### src/rtl/snn_loader_pkg.sv
`default_nettype none
// ============================================================================
// Module   : snn_loader_pkg
// Brief    : Shared types for the SNN image-stream loader (FSM states, run
//            modes) and a lane-index width helper.
// Revision : 1.0 - initial release
// ============================================================================
package snn_loader_pkg;

  typedef enum logic [2:0] {
    IDLE  = 3'd0,
    LOAD  = 3'd1,
    DRAIN = 3'd2,
    START = 3'd3,
    DONE  = 3'd4
  } loader_state_e;

  typedef enum logic [1:0] {
    MODE_TRAIN    = 2'd0,
    MODE_TEST     = 2'd1,
    MODE_CLASSIFY = 2'd2,
    MODE_RSVD     = 2'd3
  } mode_e;

  // Lane index width; a single lane still gets a 1-bit field
  function automatic int loader_ch_width(input int num_ch);
    return (num_ch > 1) ? $clog2(num_ch) : 1;
  endfunction

endpackage
`default_nettype wire

### src/rtl/snn_stream_loader_if.sv
`default_nettype none
// ============================================================================
// Module   : snn_stream_loader_if
// Brief    : Image input stream and core output stream of the loader.
//            slave  = loader side, master = producer/consumer side.
// Revision : 1.0 - initial release
// ============================================================================
interface snn_stream_loader_if #(
  parameter int DATA_W = 32,
  parameter int CH_W   = 1
);
  logic [DATA_W-1:0] image_in;
  logic              valid_image;
  logic              ready;
  logic [DATA_W-1:0] out_data;
  logic              out_valid;
  logic              out_ready;
  logic [CH_W-1:0]   out_ch;
  logic              out_last;

  modport slave (
    input  image_in, valid_image, out_ready,
    output ready, out_data, out_valid, out_ch, out_last
  );

  modport master (
    output image_in, valid_image, out_ready,
    input  ready, out_data, out_valid, out_ch, out_last
  );
endinterface
`default_nettype wire

### src/rtl/snn_stream_loader_fifo.sv
`default_nettype none
// ============================================================================
// Module   : snn_sync_fifo
// Brief    : Single-clock FIFO, power-of-2 depth. Simultaneous push and pop
//            when full is accepted and leaves the count unchanged.
// Revision : 1.0 - initial release
// ============================================================================
module snn_sync_fifo #(
  parameter  int DATA_W     = 32,
  parameter  int FIFO_DEPTH = 8,
  localparam int PTR_W      = $clog2(FIFO_DEPTH),
  localparam int CNT_W      = $clog2(FIFO_DEPTH) + 1
) (
  input  logic              clk,
  input  logic              rst,
  input  logic              push,
  input  logic              pop,
  input  logic [DATA_W-1:0] wdata,
  output logic [DATA_W-1:0] rdata,
  output logic              full,
  output logic              empty,
  output logic [CNT_W-1:0]  count
);

  logic [DATA_W-1:0] mem_q [FIFO_DEPTH];
  logic [DATA_W-1:0] mem_d [FIFO_DEPTH];
  logic [PTR_W-1:0]  wptr_q, wptr_d;
  logic [PTR_W-1:0]  rptr_q, rptr_d;
  logic [CNT_W-1:0]  count_q, count_d;
  logic              do_push;
  logic              do_pop;

  assign full    = (count_q == CNT_W'(FIFO_DEPTH));
  assign empty   = (count_q == '0);
  assign count   = count_q;
  assign rdata   = mem_q[rptr_q];
  // A full FIFO may still take a word when one leaves in the same cycle
  assign do_push = push & (~full | pop);
  assign do_pop  = pop & ~empty;

  // Next pointers, count and storage contents
  always_comb begin
    mem_d   = mem_q;
    wptr_d  = wptr_q;
    rptr_d  = rptr_q;
    count_d = count_q;
    if (do_push) begin
      mem_d[wptr_q] = wdata;
      wptr_d        = wptr_q + PTR_W'(1);
    end
    if (do_pop) begin
      rptr_d = rptr_q + PTR_W'(1);
    end
    case ({do_push, do_pop})
      2'b10:   count_d = count_q + CNT_W'(1);
      2'b01:   count_d = count_q - CNT_W'(1);
      default: count_d = count_q;
    endcase
  end

  // Storage and pointer registers; reset flushes and zeroes the read port
  always_ff @(posedge clk) begin
    if (rst) begin
      mem_q   <= '{default: '0};
      wptr_q  <= '0;
      rptr_q  <= '0;
      count_q <= '0;
    end else begin
      mem_q   <= mem_d;
      wptr_q  <= wptr_d;
      rptr_q  <= rptr_d;
      count_q <= count_d;
    end
  end

endmodule
`default_nettype wire

### src/rtl/snn_stream_loader.sv
`default_nettype none
// ============================================================================
// Module   : snn_stream_loader
// Brief    : Image-stream front end for the SNN core. Buffers image words,
//            deals them round-robin over NUM_CH lanes, latches the image
//            label, pulses start_core_img per image and raises valid_all
//            once the programmed number of images has been delivered.
//            Optional per-image checksum: define SNN_LOADER_CHECKSUM_EN.
// Revision : 1.0 - initial release
// ============================================================================
module snn_stream_loader
  import snn_loader_pkg::*;
#(
  parameter int DATA_W        = 32,
  parameter int LABEL_W       = 8,
  parameter int WORDS_PER_IMG = 196,
  parameter int FIFO_DEPTH    = 8,
  parameter int NUM_CH        = 2
) (
  input  logic               clk,
  input  logic               rst,
  input  logic               start_main,
  input  logic [1:0]         train_test_classify,
  input  logic [LABEL_W-1:0] test_label,
  input  logic [15:0]        img_count_cfg,
  snn_stream_loader_if.slave bus,
  output logic               start_core_img,
  output logic [LABEL_W-1:0] image_label,
  output logic               valid_all,
  output logic [31:0]        img_checksum
);

  localparam int CH_W   = loader_ch_width(NUM_CH);
  localparam int WCNT_W = $clog2(WORDS_PER_IMG + 1);
  localparam int FCNT_W = $clog2(FIFO_DEPTH) + 1;
  localparam logic [WCNT_W-1:0] LAST_IDX = WCNT_W'(WORDS_PER_IMG - 1);
  localparam logic [CH_W-1:0]   LAST_CH  = CH_W'(NUM_CH - 1);

  loader_state_e      state_q, state_d;
  mode_e              mode_q, mode_d;
  logic [LABEL_W-1:0] label_q, label_d;
  logic [LABEL_W-1:0] image_label_q, image_label_d;
  logic [WCNT_W-1:0]  push_cnt_q, push_cnt_d;
  logic [WCNT_W-1:0]  pop_cnt_q, pop_cnt_d;
  logic [CH_W-1:0]    ch_q, ch_d;
  logic               done_q, done_d;
  logic [15:0]        img_cnt_q, img_cnt_d;
  logic               valid_all_q, valid_all_d;

  logic               fifo_push;
  logic               fifo_pop;
  logic               fifo_full;
  logic               fifo_empty;
  logic [FCNT_W-1:0]  fifo_count;
  logic [DATA_W-1:0]  fifo_rdata;
  logic               load_ready;
  logic               start_accept;
  logic               drain_done;
  logic [15:0]        cfg_eff;

  snn_sync_fifo #(
    .DATA_W     (DATA_W),
    .FIFO_DEPTH (FIFO_DEPTH)
  ) u_fifo (
    .clk   (clk),
    .rst   (rst),
    .push  (fifo_push),
    .pop   (fifo_pop),
    .wdata (bus.image_in),
    .rdata (fifo_rdata),
    .full  (fifo_full),
    .empty (fifo_empty),
    .count (fifo_count)
  );

  assign start_accept = (state_q == IDLE) & start_main & (train_test_classify != MODE_RSVD);
  // Last word has left the FIFO and nothing is left buffered
  assign drain_done   = (state_q == DRAIN) & (fifo_count == '0) & done_q;
  assign cfg_eff      = (img_count_cfg == 16'd0) ? 16'd1 : img_count_cfg;

  assign fifo_push     = bus.valid_image & load_ready;
  assign fifo_pop      = ~fifo_empty & bus.out_ready;
  assign bus.ready     = load_ready;
  assign bus.out_valid = ~fifo_empty;
  assign bus.out_data  = fifo_rdata;
  assign bus.out_ch    = ch_q;
  assign bus.out_last  = ~fifo_empty & (pop_cnt_q == LAST_IDX);
  assign image_label   = image_label_q;
  assign valid_all     = valid_all_q;

  // FSM state register
  always_ff @(posedge clk) begin
    if (rst) state_q <= IDLE;
    else     state_q <= state_d;
  end

  // FSM next-state decode
  always_comb begin
    state_d = state_q;
    case (state_q)
      IDLE:    if (start_accept) state_d = LOAD;
      LOAD:    if (fifo_push && push_cnt_q == LAST_IDX) state_d = DRAIN;
      DRAIN:   if (drain_done) state_d = START;
      START:   state_d = (img_cnt_q < cfg_eff) ? LOAD : DONE;
      DONE:    state_d = IDLE;
      default: state_d = IDLE;
    endcase
  end

  // FSM outputs: input acceptance depends only on state and FIFO fill
  always_comb begin
    load_ready     = 1'b0;
    start_core_img = 1'b0;
    case (state_q)
      LOAD:    load_ready     = ~fifo_full;
      START:   start_core_img = 1'b1;
      default: ;
    endcase
  end

  // Word/lane/image counters, label latch and run status
  always_comb begin
    mode_d        = mode_q;
    label_d       = label_q;
    image_label_d = image_label_q;
    push_cnt_d    = push_cnt_q;
    pop_cnt_d     = pop_cnt_q;
    ch_d          = ch_q;
    done_d        = done_q;
    img_cnt_d     = img_cnt_q;
    valid_all_d   = valid_all_q;

    if (start_accept) begin
      mode_d      = mode_e'(train_test_classify);
      valid_all_d = 1'b0;
      img_cnt_d   = '0;
      push_cnt_d  = '0;
      pop_cnt_d   = '0;
      ch_d        = '0;
      done_d      = 1'b0;
    end

    if (fifo_push) begin
      if (push_cnt_q == '0) label_d = test_label;
      push_cnt_d = (push_cnt_q == LAST_IDX) ? '0 : push_cnt_q + WCNT_W'(1);
    end

    if (fifo_pop) begin
      if (pop_cnt_q == LAST_IDX) begin
        pop_cnt_d = '0;
        ch_d      = '0;
        done_d    = 1'b1;
      end else begin
        pop_cnt_d = pop_cnt_q + WCNT_W'(1);
        ch_d      = (ch_q == LAST_CH) ? '0 : ch_q + CH_W'(1);
      end
    end

    // Label becomes visible together with the start_core_img pulse
    if (drain_done) begin
      image_label_d = (mode_q == MODE_CLASSIFY) ? '0 : label_q;
      img_cnt_d     = img_cnt_q + 16'd1;
      done_d        = 1'b0;
    end

    if (state_q == DONE) valid_all_d = 1'b1;
  end

  // Datapath registers
  always_ff @(posedge clk) begin
    if (rst) begin
      mode_q        <= MODE_TRAIN;
      label_q       <= '0;
      image_label_q <= '0;
      push_cnt_q    <= '0;
      pop_cnt_q     <= '0;
      ch_q          <= '0;
      done_q        <= 1'b0;
      img_cnt_q     <= '0;
      valid_all_q   <= 1'b0;
    end else begin
      mode_q        <= mode_d;
      label_q       <= label_d;
      image_label_q <= image_label_d;
      push_cnt_q    <= push_cnt_d;
      pop_cnt_q     <= pop_cnt_d;
      ch_q          <= ch_d;
      done_q        <= done_d;
      img_cnt_q     <= img_cnt_d;
      valid_all_q   <= valid_all_d;
    end
  end

`ifdef SNN_LOADER_CHECKSUM_EN
  logic [31:0] pop_word32;
  logic [31:0] acc_q, acc_d;
  logic [31:0] checksum_q, checksum_d;

  if (DATA_W >= 32) begin : g_word_trunc
    assign pop_word32 = fifo_rdata[31:0];
  end else begin : g_word_zext
    assign pop_word32 = {{(32 - DATA_W){1'b0}}, fifo_rdata};
  end

  assign img_checksum = checksum_q;

  // Wrapping sum of delivered words, published and cleared per image
  always_comb begin
    acc_d      = acc_q;
    checksum_d = checksum_q;
    if (fifo_pop) acc_d = acc_q + pop_word32;
    if (drain_done) begin
      checksum_d = acc_q;
      acc_d      = '0;
    end
  end

  // Checksum registers
  always_ff @(posedge clk) begin
    if (rst) begin
      acc_q      <= '0;
      checksum_q <= '0;
    end else begin
      acc_q      <= acc_d;
      checksum_q <= checksum_d;
    end
  end
`else
  assign img_checksum = 32'd0;
`endif

endmodule
`default_nettype wire
### src/flat_wrapper.sv
// flat-port wrapper written by rule: the top's interface ports become plain ports
module snn_stream_loader_flat import snn_loader_pkg::*;
#(
  parameter int DATA_W        = 32,
  parameter int LABEL_W       = 8,
  parameter int WORDS_PER_IMG = 196,
  parameter int FIFO_DEPTH    = 8,
  parameter int NUM_CH        = 2
)
  (clk, rst, start_main, train_test_classify, test_label, img_count_cfg, start_core_img, image_label, valid_all, img_checksum, bus_image_in, bus_valid_image, bus_out_ready, bus_ready, bus_out_data, bus_out_valid, bus_out_ch, bus_out_last);
  snn_stream_loader_if #(.DATA_W(DATA_W)) bus_i ();
  input  logic clk;
  input  logic rst;
  input  logic start_main;
  input  logic [1:0] train_test_classify;
  input  logic [LABEL_W-1:0] test_label;
  input  logic [15:0] img_count_cfg;
  output logic start_core_img;
  output logic [LABEL_W-1:0] image_label;
  output logic valid_all;
  output logic [31:0] img_checksum;
  input wire logic [$bits(bus_i.image_in)-1:0] bus_image_in;
  input wire logic [$bits(bus_i.valid_image)-1:0] bus_valid_image;
  input wire logic [$bits(bus_i.out_ready)-1:0] bus_out_ready;
  output wire logic [$bits(bus_i.ready)-1:0] bus_ready;
  output wire logic [$bits(bus_i.out_data)-1:0] bus_out_data;
  output wire logic [$bits(bus_i.out_valid)-1:0] bus_out_valid;
  output wire logic [$bits(bus_i.out_ch)-1:0] bus_out_ch;
  output wire logic [$bits(bus_i.out_last)-1:0] bus_out_last;
  assign bus_i.image_in = bus_image_in;
  assign bus_i.valid_image = bus_valid_image;
  assign bus_i.out_ready = bus_out_ready;
  assign bus_ready = bus_i.ready;
  assign bus_out_data = bus_i.out_data;
  assign bus_out_valid = bus_i.out_valid;
  assign bus_out_ch = bus_i.out_ch;
  assign bus_out_last = bus_i.out_last;
  snn_stream_loader #(.DATA_W(DATA_W), .LABEL_W(LABEL_W), .WORDS_PER_IMG(WORDS_PER_IMG), .FIFO_DEPTH(FIFO_DEPTH), .NUM_CH(NUM_CH)) u_core (.clk(clk), .rst(rst), .start_main(start_main), .train_test_classify(train_test_classify), .test_label(test_label), .img_count_cfg(img_count_cfg), .bus(bus_i), .start_core_img(start_core_img), .image_label(image_label), .valid_all(valid_all), .img_checksum(img_checksum));
endmodule
### config.mk
export PLATFORM = sky130hd
export DESIGN_NAME = snn_stream_loader_flat
export DESIGN_NICKNAME = d
export VERILOG_FILES = /design/src/rtl/snn_loader_pkg.sv /design/src/rtl/snn_stream_loader_if.sv /design/src/rtl/snn_stream_loader_fifo.sv /design/src/rtl/snn_stream_loader.sv /design/src/flat_wrapper.sv
export SDC_FILE = /design/constraint.sdc
export NUM_CORES = 1
export LEC_CHECK = 0
export ABC_AREA = 1
export CAP_MARGIN = 10
export CORE_ASPECT_RATIO = 2
export CORE_MARGIN = 5
export CORE_UTILIZATION = 50
export DETAILED_ROUTE_END_ITERATION = 8
export GPL_ROUTABILITY_DRIVEN = 0
export HOLD_SLACK_MARGIN = 0.08
export PLACE_DENSITY = 0.7
export SKIP_CTS_REPAIR_TIMING = 1
export SLEW_MARGIN = 40
export SYNTH_ARGS = -nofsm -noshare
export SYNTH_HDL_FRONTEND = slang
export SYNTH_HIERARCHICAL = 1
export SYNTH_SLANG_ARGS = --single-unit
### constraint.sdc
create_clock -name clk -period 8.3 [get_ports clk]
set_input_delay 2.49 -clock clk [delete_from_list [all_inputs] [get_ports clk]]
set_output_delay 2.49 -clock clk [all_outputs]
set_load 0.03 [all_outputs]
Yosys cells after proc, flatten, opt, wreduce, memory -nomap -nowiden
Cells that the tools add are included.
{ "word_totals": {"register_bits": 322, "input_bits": 63, "out_inout_bits": 78, "elab_cells": 106} }
{ "op_classes": {"add_sub_neg": 8, "n_lt_le_gt_ge": 4, "n_eq_ne": 14, "mux": 31, "n_bitwise": 14, "n_reduce_logical": 14} }
{ "op_table": {"columns": ["op", "count"], "rows": [
  ["$bwmux W256", 1],
  ["$bmux W32 S3", 1],
  ["$demux W32 S3", 1],
  ["$mux W32", 3],
  ["$mux W16", 3],
  ["$mux W8", 6],
  ["$add A16 B1 Y16 const B", 1],
  ["$add A8 B1 Y8 const B", 2],
  ["$eq A8 B8 Y1 const B", 2],
  ["$logic_not A16 Y1", 1],
  ["$lt A16 B16 Y1", 1],
  ["$mux W3", 4],
  ["$pmux W3 S4", 1],
  ["$mux W1", 10],
  ["$reduce_bool A2 Y1", 5],
  ["$and A1 B1 Y1", 9],
  ["$ge A4 B4 Y1 const B", 2],
  ["$logic_not A8 Y1", 1],
  ["$not A3 Y4", 2],
  ["$pmux W4 S2", 1],
  ["$add A3 B1 Y3 const B", 2],
  ["$eq A3 B2 Y1 const B", 2],
  ["$ne A2 B1 Y1 const B", 3],
  ["$add A4 B1 Y4 const B", 1],
  ["other kinds (17)", 20]
]} }

Logic depth before layout (Yosys ltp)
{ "logic_depth": {"word_depth": 7, "ltp_mapped": 20, "mapped_depth_nobuf": 18} }

Modules after synthesis
The synthesis kept the hierarchy.
{ "by_module_without_submodules": {"columns": ["module", "instances", "cells_each", "area_per_inst_um2", "seq_area_each_um2"], "rows": [
  ["snn_sync_fifo", 1, 2523, 14920.6, 5325.1],
  ["snn_stream_loader", 1, 455, 3311.9, 1121.1]
]} }

Worst setup path before layout
OpenSTA, ideal clock, no wires.
{ "synth_path": {"path_kind": "input port to flip-flop", "startpoint": "input port bus_out_ready", "endpoint": "register u_core.u_fifo.count_q[3], in the netlist u_core/u_fifo/count[3]", "setup_ns": 0.109, "arrival_time_ns": 4.309, "t_required_ns": 8.191, "setup_slack_ns": 3.883, "stages": 15, "path_buffers": 2, "cell_sequence": "nand2_1 -> inv_1 -> inv_1 -> nand3_1 -> buf_2 -> buf_2 -> nand2_1 -> ha_1 -> ha_1 -> a21oi_1 -> nand2_1 -> nand2_1 -> nand3_1 -> nand2_1 -> inv_1"} }
{ "synth_via": {"elab_chain_len": 5, "word_cells_on_any_way": 8, "classes_between": "eq/ne: 2; mux: 1; bitwise: 4; reduce/logical: 1"} }
{ "synth_rtl": {"columns": ["element", "line", "text"], "rows": [
  ["start: declaration", "flat_wrapper.sv:24", "input wire logic [$bits(bus_i.out_ready)-1:0] bus_out_ready;"],
  ["$and A1 B1 Y1 (*)", "snn_stream_loader.sv:82", "assign fifo_pop = ~fifo_empty & bus.out_ready;"],
  ["via u_core.fifo_pop", "snn_stream_loader.sv:51", "logic fifo_pop;"],
  ["$or A1 B1 Y1", "snn_stream_loader_fifo.sv:38", "assign do_push = push & (~full | pop);"],
  ["$and A1 B1 Y1", "snn_stream_loader_fifo.sv:38", null],
  ["$eq A2 B1 Y1 / $eq A2 B2 Y1 (equally long branches)", "snn_stream_loader_fifo.sv:54", "case ({do_push, do_pop})"],
  ["$pmux W4 S2 / $reduce_bool A2 Y1 (equally long branches)", null, null],
  ["end signal: assignment", "snn_stream_loader_fifo.sv:72", "count_q <= count_d;"],
  ["end: declaration", "snn_stream_loader_fifo.sv:29", "logic [CNT_W-1:0] count_q, count_d;"]
]} }
The timed path passes the listed nets; every way through them passes the cells marked *.
A chain may end at the register's enable or synchronous reset.

Final worst setup path
{ "layout_path": {"startpoint": "register u_core.u_fifo.rptr_q[0]", "endpoint": "output port bus_out_data[25]"} }
{ "layout_via": {"elab_chain_len": 4} }
{ "layout_rtl": {"columns": ["element", "line", "text"], "rows": [
  ["start: declaration", "snn_stream_loader_fifo.sv:28", "logic [PTR_W-1:0] rptr_q, rptr_d;"],
  ["start signal: assignment", "snn_stream_loader_fifo.sv:71", "rptr_q <= rptr_d;"],
  ["$not A3 Y4 (implied by the code)", "snn_stream_loader_fifo.sv:36", "assign rdata = mem_q[rptr_q];"],
  ["$bmux W32 S3", "snn_stream_loader_fifo.sv:36", null],
  ["$mux W32 (implied by the code) (2 in a row)", "snn_stream_loader_fifo.sv:36", null],
  ["end: declaration", "flat_wrapper.sv:26", "output wire logic [$bits(bus_i.out_data)-1:0] bus_out_data;"]
]} }
Every way passes these cells. The select of a mux whose other input is x is not followed.

==> flow_summary_export.csv <==
group,metric,value,unit
logic_synthesis,ys.flop_type,"dfxtp_1",
critical_path,cp-startpoint,"u_core/u_fifo/rptr_q[0]$_SDFFE_PP0P_",
layout,utilization,55.86,%
logic_synthesis,synth.area.mux_share,0,%
logic_synthesis,synth_edf_count,0,
timing,finalMaxSlewViolations,0,
power_and_ir_drop,power_leakage,9.421,nW
layout,fin_area,20270,sq um
hold_path,min_path_type,"register to register",
clock_network,cts-root-buf,"clkbuf_16",
die,initial_core_util,50.24,%
power_and_ir_drop,power,0.004756,W
layout,drive_above_1_share,4.132,%
timing,maxSlewHeadroom,43.45,%
place,io_buffer_count,108,
logic_synthesis,ys_ff_latch,322,
critical_path,cp.arrival,4120,ps
critical_path,r2r_cells,13,
timing,period_minus_slack,6612,ps
die,num_io_pins,141,
layout,register_area,6452,sq um
power_and_ir_drop,power_density,234.6,nW/um^2
global_routing,grt.total_usage,26.16,%
global_routing,grt_antenna_before_repair,0,
routing,routed_wl,55760,microns
timing,finalSetupViolCount,0,
clock_network,cts.sinks,322,
routing,drt-wirelength-per-cell,16.25,microns
logic_synthesis,syn_area_per_cell,6.122,sq um
logic_synthesis,synth_top_family_by_area,"simple AND/OR/NAND/NOR gates",
critical_path,r2r_slack,4730,ps
layout,fill_cells,3646,
layout,syn_to_final_growth,11.19,%
routing,postRouteAntennaNets,0,
place,placed_cells,3378,
die,rows,99,
logic_synthesis,async_flop_share,0,%
logic_synthesis,syn-cell-area,18230,sq um
global_routing,grt_pass1_wl,88790,microns
critical_path,r2r-end,"u_core/u_fifo/mem_q[34]$_SDFFE_PP0P_",
layout,antenna_cells,0,
critical_path,critPathLaunchType,"register",
clock_network,clkLatencyLatePin,570,ps
place,post_dp_cell_area,19300,sq um
timing,skew,7.629,ps
routing,vias_per_cell,5.306,
global_routing,first_global_vias,17460,
timing,worst_pin_slew,848.3,ps
global_routing,grt_max_degree,151,
logic_synthesis,synthAdderAreaFrac,1.757,%
logic_synthesis,synth_warnings,6,
die,die_area,40620,sq um
clock_network,clkTransAtPathRegs,60,ps
critical_path,cp_max_fo,74,
die,core,36290,sq um
logic_synthesis,synth.distinct_cells,42,
clock_network,htreeDepth,1,
run,maxCapViolCount,0,
outcome,outcome,"complete, no violations",
critical_path,cp-endpoint,"bus_out_data[25]",
die,dieHeight,280.1,microns
logic_synthesis,synth_compound_area_share,10.64,%
routing,drtIter0Drc,1453,
logic_synthesis,synthXorXnorAreaFrac,0.1921,%
clock_network,clockBufferDepth,3,
critical_path,r2r-start,"u_core/u_fifo/count[1]$_SDFFE_PP0P_",
logic_synthesis,ys_seq_area_share,35.36,%
layout,multi_input_area,8557,sq um
logic_synthesis,synth-simple-area-share,33.38,%
critical_path,endpoint_kind,"output port",
timing,rsz0062_at_grt,"no",
timing,hold_viol,0,
timing,fin_crit_sh,79.67,%
global_routing,gr-total-overflow,0,
clock_network,cts_tree,"done",
timing,max_freq,151.2,MHz
layout,most-common-layout-cells,"768 x nand2_1, 628 x inv_1, 319 x dfxtp_1, 299 x nor2_1, 258 x nand4_1",
clock_network,cts_made_buffers,30,
critical_path,worstPathRequired,5810,ps
layout,nNetsFinal,3044,
logic_synthesis,postSynthCellCount,2978,
routing,drt_pass1_iterations,5,
layout,final_common_cell,"nand2_1",
critical_path,crit_type,"register to output port",
power_and_ir_drop,ir_drop,0.0002921,V
layout,fin_cells,3431,
place,hpwl,32390,microns
routing,drcViolationCount,0,
timing,setup_tns,0,ps
routing,num_vias,18210,
die,die_w,145.0,microns
[kinds of logic (layout without fill, tap and decap cells)]
family	count (synthesis)	count (layout)
buffers and inverters	860	828
adders and majority gates	25	25
and+or+nand+nor	1397	1397
DFF	322	322
AOI/OAI and AO/OA	369	369
xor gates and xnor gates	4	4
other	1	32
[report_power, final]
| part | switching (W) | leakage [nW] | internal [W] |
|---|---|---|---|
| Clock | 0.000619 | 0.478 | 0.000760 |
| Combinational | 0.00119 | 6.34 | 0.000489 |
| Sequential | 0.0000712 | 2.60 | 0.00163 |
| Total | 0.00188 | 9.42 | 0.00288 |
[cell usage after synthesis, types with 30 or more instances]
cell	n	area share (%)
a21oi_1	172	4.7
buf_1	30	0.62
buf_2	30	0.82
buf_4	32	1.3
clkbuf_1	129	2.7
dfxtp_1	322	35
inv_1	629	13
nand2_1	768	16
nand3_1	33	0.91
nand4_1	258	8.9
nor2_1	305	6.3
o21ai_0	170	4.7
[stage by stage]
step | hold WS (ps) | setup slack (ps)
finish | 449.6 | 1688
global route | 488.8 | 1494
CTS | 449.0 | 1752
detailed placement | 440.4 | 2361
global placement | 433.5 | 2370
floorplan | 424.6 | 3883
[cell type report]
type                            instances  share of cell area [%]
Clock inverter                          6                  0.1481
Sequential cell                       322                   31.83
Tap cell                              454                   2.802
Clock buffer                           47                   4.567
Multi-Input combinational cell       1827                   42.21
Timing Repair Buffer                  138                   6.561
Inverter                              637                   11.88
[routing by layer]
layer  GRT usage, %  routed length, microns
met5              0                       0
met1          29.32                   20980
met3          2.925                    3608
met2          48.45                   28300
met4          13.22                    2874
[state kept, by name, summed over array words and instances, names as in the netlist]
name / flops
u_core/bus.out_ch: 1
u_core/done_q: 1
u_core/image_label: 8
u_core/img_cnt_q: 16
u_core/label_q: 8
u_core/mode_q: 2
u_core/pop_cnt_q: 8
u_core/push_cnt_q: 8
u_core/state_q: 3
u_core/u_fifo/count: 4
u_core/u_fifo/mem_q: 256
u_core/u_fifo/rptr_q: 3
u_core/u_fifo/wptr_q: 3
u_core/valid_all: 1
[critical path, stage by stage, from the launching register on]
cell and delay, ps:
dfxtp_4 750, clkinv_2 800, buf_4 640, a21oi_1 230
o21ai_0 110, nand2_1 90, nand2_1 50, nand2_1 150
clkdlybuf4s50_1 700
[how the worst min path moves through the flow]
stage	startpoint	to	slack [ps]	cells past startpoint
after floorplan	u_core/label_q[1]$_SDFFE_PP0P_	u_core/label_q[1]$_SDFFE_PP0P_	420	2
after detailed placement	u_core/label_q[0]$_SDFFE_PP0P_	u_core/label_q[0]$_SDFFE_PP0P_	440	2
after CTS	u_core/label_q[0]$_SDFFE_PP0P_	u_core/label_q[0]$_SDFFE_PP0P_	450	2
final	u_core/label_q[0]$_SDFFE_PP0P_	u_core/label_q[0]$_SDFFE_PP0P_	450	2
after global placement	u_core/label_q[1]$_SDFFE_PP0P_	u_core/label_q[1]$_SDFFE_PP0P_	430	2
after global routing	u_core/image_label[5]$_SDFFE_PP0P_	u_core/image_label[5]$_SDFFE_PP0P_	490	2
Note: power is estimated with default switching activity, not from simulation.
